===== src/rtl/debounce_switch_bank.sv =====
// Multi-channel switch debouncer: 2-flop synchroniser plus per-channel persistence filter with press/release pulses.
// Optional long-press detection is built only when DEBOUNCE_LONGPRESS_EN is defined; otherwise o_long is tied low.
module debounce_switch_bank #(
  parameter int                NUM_CH         = 4,
  parameter int                DEBOUNCE_LIMIT = 250000,
  parameter logic [NUM_CH-1:0] INIT_STATE     = '0,
  parameter int                LONG_LIMIT     = 25000000
) (
  input  logic              i_clk,
  input  logic              i_rst,
  input  logic [NUM_CH-1:0] i_switch,
  output logic [NUM_CH-1:0] o_switch,
  output logic [NUM_CH-1:0] o_rise,
  output logic [NUM_CH-1:0] o_fall,
  output logic [NUM_CH-1:0] o_long
);

  localparam int              CNT_W    = $clog2(DEBOUNCE_LIMIT + 1);
  localparam logic [CNT_W-1:0] CNT_LAST = CNT_W'(DEBOUNCE_LIMIT - 1);

  logic [NUM_CH-1:0]            sync1_q, sync2_q;
  logic [NUM_CH-1:0]            state_q, state_d;
  logic [NUM_CH-1:0]            rise_q, rise_d;
  logic [NUM_CH-1:0]            fall_q, fall_d;
  logic [NUM_CH-1:0][CNT_W-1:0] cnt_q, cnt_d;

  // The counter only advances while the synchronised level disagrees with the
  // accepted state; the final mismatching sample commits the new level.
  always_comb begin
    state_d = state_q;
    rise_d  = '0;
    fall_d  = '0;
    cnt_d   = cnt_q;
    for (int k = 0; k < NUM_CH; k++) begin
      if (sync2_q[k] == state_q[k]) begin
        cnt_d[k] = '0;
      end else if (cnt_q[k] == CNT_LAST) begin
        cnt_d[k]   = '0;
        state_d[k] = sync2_q[k];
        rise_d[k]  = sync2_q[k];
        fall_d[k]  = ~sync2_q[k];
      end else begin
        cnt_d[k] = cnt_q[k] + 1'b1;
      end
    end
  end

  always_ff @(posedge i_clk) begin
    if (i_rst) begin
      sync1_q <= INIT_STATE;
      sync2_q <= INIT_STATE;
      state_q <= INIT_STATE;
      rise_q  <= '0;
      fall_q  <= '0;
      cnt_q   <= '0;
    end else begin
      sync1_q <= i_switch;
      sync2_q <= sync1_q;
      state_q <= state_d;
      rise_q  <= rise_d;
      fall_q  <= fall_d;
      cnt_q   <= cnt_d;
    end
  end

  assign o_switch = state_q;
  assign o_rise   = rise_q;
  assign o_fall   = fall_q;

`ifdef DEBOUNCE_LONGPRESS_EN
  localparam int               HOLD_W   = $clog2(LONG_LIMIT + 1);
  localparam logic [HOLD_W-1:0] HOLD_MAX = HOLD_W'(LONG_LIMIT);

  logic [NUM_CH-1:0][HOLD_W-1:0] hold_q, hold_d;
  logic [NUM_CH-1:0]             long_q, long_d;

  // Hold counter parks at HOLD_MAX so the pulse fires once per press.
  always_comb begin
    hold_d = hold_q;
    long_d = '0;
    for (int k = 0; k < NUM_CH; k++) begin
      if (!state_q[k]) begin
        hold_d[k] = '0;
      end else if (hold_q[k] != HOLD_MAX) begin
        hold_d[k] = hold_q[k] + 1'b1;
        long_d[k] = (hold_d[k] == HOLD_MAX);
      end
    end
  end

  always_ff @(posedge i_clk) begin
    if (i_rst) begin
      hold_q <= '0;
      long_q <= '0;
    end else begin
      hold_q <= hold_d;
      long_q <= long_d;
    end
  end

  assign o_long = long_q;
`else
  assign o_long = '0;
`endif

endmodule


===== config.mk =====
export PLATFORM = sky130hd
export DESIGN_NAME = debounce_switch_bank
export DESIGN_NICKNAME = d
export VERILOG_FILES = /design/src/rtl/debounce_switch_bank.sv
export SDC_FILE = /design/constraint.sdc
export NUM_CORES = 1
export LEC_CHECK = 0
export CORE_MARGIN = 2
export CORE_UTILIZATION = 30
export CTS_CLUSTER_SIZE = 10
export DETAILED_ROUTE_END_ITERATION = 12
export PLACE_DENSITY_LB_ADDON = 0.15
export SLEW_MARGIN = 20
export SYNTH_ARGS = -nofsm -noshare
export SYNTH_HDL_FRONTEND = slang
export SYNTH_SLANG_ARGS = --single-unit

===== constraint.sdc =====
create_clock -name i_clk -period 2.1 [get_ports i_clk]
set_input_delay 0.525 -clock i_clk [delete_from_list [all_inputs] [get_ports i_clk]]
set_output_delay 0.525 -clock i_clk [all_outputs]
set_load 0.01 [all_outputs]

# [After elaboration in Yosys (flattened, before gate mapping)]
# Index checks and enable logic that the tools add are counted.
[totals] reg_bits=92 out_inout_bits=16 inputBits=6
[op_classes] eq_ne=8 n_addsub=4 reduce_logical=12 bitwise=12
[ops] cell="$add A18 B1 Y18 const B" n=4
[ops] cell="$eq A18 B18 Y1 const B" n=4
[ops] cell="$reduce_or A3 Y1" n=8
[ops] cell="$not A1 Y1" n=12
[ops] cell="$reduce_and A2 Y1" n=4
[ops] cell="$eq A1 B1 Y1" n=4

# [Depth between registers and ports, before layout]
[depth] depth_word=3 ltp_mapped=6 mapped_depth_nobuf=5

# [Worst setup path before layout]
# No wires, ideal clock.
[synth_timing] kind="register to register" from="reg cnt_q[36] (netlist name)" to="reg cnt_q[43] (netlist name)" n_path_buf=2 slack_ps=186 setup_time_ps=128 t_arrival_ps=1787 path_stages_with_launch=7 synth_period_minus_slack_ps=1914 cell_sequence="dfxtp_1 > ha_1 > clkbuf_1 > nand3_1 > o41ai_2 > clkbuf_1 > nor2_1"
[synth_via] elab_chain_len=2
[synth_lines] item="start: declaration" line_no="25" source="logic [NUM_CH-1:0][CNT_W-1:0] cnt_q, cnt_d;"
[synth_lines] item="start signal: assignment" line_no="62" source="cnt_q <= cnt_d;"
[synth_lines] item="parallel branches: the longest is 2 deep, another holds $add A18 B1 Y18"
# Several ways; the timed one is not identified.
# A chain may end at the register's enable or synchronous reset.

# [Worst setup path after layout]
[layout_timing] from="reg cnt_q[58] (netlist name)" to="reg cnt_q[71] (netlist name)"
# The elaborated chain is that of the path after synthesis.

==> run_results.csv <==
group,metric,value,unit
run_status,outcome,"finished, final reports clean",
sta,hold_viol_final,0,
run,cap_viol_max_count,0,
power_and_ir_drop,vdd_drop_max,0.000312,V
final_layout,finalNetCount,478,
cts,cts_resized,0,
worst_setup_path,rr_startpoint,"cnt_q[58]",
detailed_routing,drtPass1Iterations,4,
die,pin_count,22,
detailed_routing,wirelength,7700,um
sta,rsz0062_at_grt,"no",
place,dpl.cell_count,629,
cts,clock_sinks,92,
worst_setup_path,cp-startpoint,"cnt_q[58]",
logic_synthesis,synth_top_family_by_area,"simple AND/OR/NAND/NOR gates",
detailed_routing,ant_nets,0,
cts,numCtsBuffers,9,
final_layout,drive_gt1_share,8.67,%
grt,grt_pass1_vias,2921,
sta,fin_crit,1.89,ns
cts,cts_buffer_depth,2,
cts,cts-root-buf,"clkbuf_16",
detailed_routing,first_iter_violations,97,
logic_synthesis,ys_seq_area_share,46.8,%
sta,holdWs,0.434,ns
sta,fin_skew,0.00665,ns
worst_setup_path,cp-end-kind,"flip-flop",
place,gp_congestion,0.777,
logic_synthesis,ys_warn_count,0,
worst_setup_path,critPathKind,"flip-flop to flip-flop",
die,die_y,119,um
detailed_routing,via_per_inst,4.68,
logic_synthesis,synth_xor_area_share,13.1,%
final_layout,instances_no_fill,645,
die,design.core.area,0.0127,mm2
sta,fin_setup_tns,0,ns
grt,antenna_found_initial,0,
logic_synthesis,ys_ff_latch,92,
logic_synthesis,synth.area.mux_share,0.763,%
grt,use_met3,2.41,%
cts,cts-hold-fix-buffers,0,
worst_setup_path,regToRegSetupSlack,0.21,ns
cts,clkLatencyLatePin,0.35,ns
worst_setup_path,endpoint,"cnt_q[71]",
sta,setup_viol,0,
power_and_ir_drop,cellLeakagePower,0.00141,uW
grt,grt_max_degree,20,
worst_setup_path,crit_required,2.38,ns
detailed_routing,remaining_drc_errors,0,
sta,worst_slack,0.207,ns
grt,grt.busiest_layer,"met2",
worst_setup_path,r2r_cells,4,
sta,max_freq,528,MHz
logic_synthesis,synthTopCellsByArea,"dfxtp_1 (47%), xnor2_1 (8.9%), nor2_1 (6.5%), xor2_1 (4.2%), nor4_1 (3.8%)",
logic_synthesis,yosys.area.top_type,"dfxtp_1",
sta,finalCritPeriodShare,90.1,%
logic_synthesis,synth_compound_area_share,3.59,%
logic_synthesis,synthCells,436,
detailed_routing,wl_per_cell,11.9,um
die,rows,41,
sta,slew_violations,0,
logic_synthesis,synth.avg_cell_area,9.03,um2
logic_synthesis,netlist_area,0.00394,mm2
logic_synthesis,synth-main-ff-cell,"dfxtp_1",
die,dieArea,0.0141,mm2
logic_synthesis,post_synth_and_or_nand_nor_area_fraction,31.6,%
detailed_routing,via_count,3016,
final_layout,area_growth,19.3,%
logic_synthesis,async_reset_ff_share,0,%
worst_setup_path,worstPathMaxFanout,8,
worst_setup_path,rr_endpoint,"cnt_q[71]",
min_path,holdCritPathClass,"flip-flop to flip-flop",
power_and_ir_drop,power_density,732,mW/mm2
logic_synthesis,synth_edf_count,0,
final_layout,diodes,0,
worst_setup_path,cp-start-kind,"flip-flop",
grt,grt_usage,11.8,%
cts,cts_tree,"built",
grt,gr-usage-met2,17.3,%
logic_synthesis,synth.most_common_cell,"dfxtp_1",
grt,grtUsageMet1,15.9,%
die,die_w,119,um
logic_synthesis,ys_top_cells_by_count,"dfxtp_1 (92), nor2_1 (68), xnor2_1 (40)",
grt,grt_pass1_wl,13700,um
place,place_ws,0.220,ns
grt,gr-total-overflow,0,
place,numPortBuffers,17,
cts,h-tree-depth,3,
logic_synthesis,synth.top_cell.area_share,46.8,%
place,place_hpwl,5320,um
worst_setup_path,arrival,2.17,ns
logic_synthesis,synthAdderAreaFrac,1.27,%
die,start_util,31.0,%
final_layout,utilization,36.9,%
cts,cts.reportedPaths.clkPinSlew,0.07,ns
cts,post-cts-setup-buffers,0,
logic_synthesis,synthDistinctLibCells,40,
==> kinds of logic (layout without fill, tap and decap cells) <==
family,after synthesis,count (layout)
buffers and inverters,25,59
adder cells (fa/ha/maj),4,4
multiplexers,3,3
XOR/XNOR,59,59
other,1,4
flip-flops,92,92
AO/OA/AOI/OAI,20,20
AND/OR/NAND/NOR,232,232
==> sequential cells by signal, indices dropped and copies added, names as in the netlist <==
register and cells:
cnt_q 72, o_fall 4, o_rise 4, o_switch 4
sync1_q 4, sync2_q 4
==> through the flow <==
stage	instance area [um2]	total power, uW
after floorplan	3950	1830
after global placement	4400	1860
after detailed placement	4400	1860
after CTS	4700	3480
after global routing	4700	3560
final	4700	3440
==> worst min-delay path by stage <==
stage / start / to / slack [ns] / cells after the start
global placement: sync1_q[0] / sync2_q[0] / 0.42 / 1
detailed placement: sync1_q[2] / sync2_q[2] / 0.42 / 1
floorplan: sync1_q[0] / sync2_q[0] / 0.41 / 1
global route: sync1_q[3] / sync2_q[3] / 0.45 / 1
CTS: sync1_q[2] / sync2_q[2] / 0.44 / 1
finish: sync1_q[2] / sync2_q[2] / 0.43 / 1
==> placed cells by master, fill, tap and decap left out, types with 9 or more instances in the layout <==
master and instances:
dfxtp_1 92, xnor2_1 40, nand2b_1 14, a21oi_1 10, nor3_1 19, nand3_1 26
buf_4 17, xor2_1 19, nor2_1 68, nand4_1 21, clkdlybuf4s50_1 17, nand2_1 16
clkbuf_16 9, nor4_1 24
==> critical path, stage by stage, from the launching register on <==
cell and delay, ns:
dfxtp_1 0.47, nand3_4 0.15, or4_4 0.58, or4b_1 0.47
a21oi_1 0.15
==> where the power goes <==
group	switching (uW)	total, uW	internal, uW
sequential	5.26	1760	1750
clock	699	1620	920
combinational	28.6	56.8	28.3
==> routing by layer <==
metal  up-vias  wire length [um]
li1       1579                 -
met1      1382              4030
met5         -                 0
met4         0               197
met3        12               257
met2        43              3220
==> layout make-up <==
type	count	area [um2]
Clock buffer	10	229
Clock inverter	6	65.1
Inverter	8	30.0
Timing Repair Buffer	35	318
Multi-Input combinational cell	322	2000
Sequential cell	92	1840
Tap cell	172	215
Fill cell	1324	8030
(Power assumes the default switching activity.)
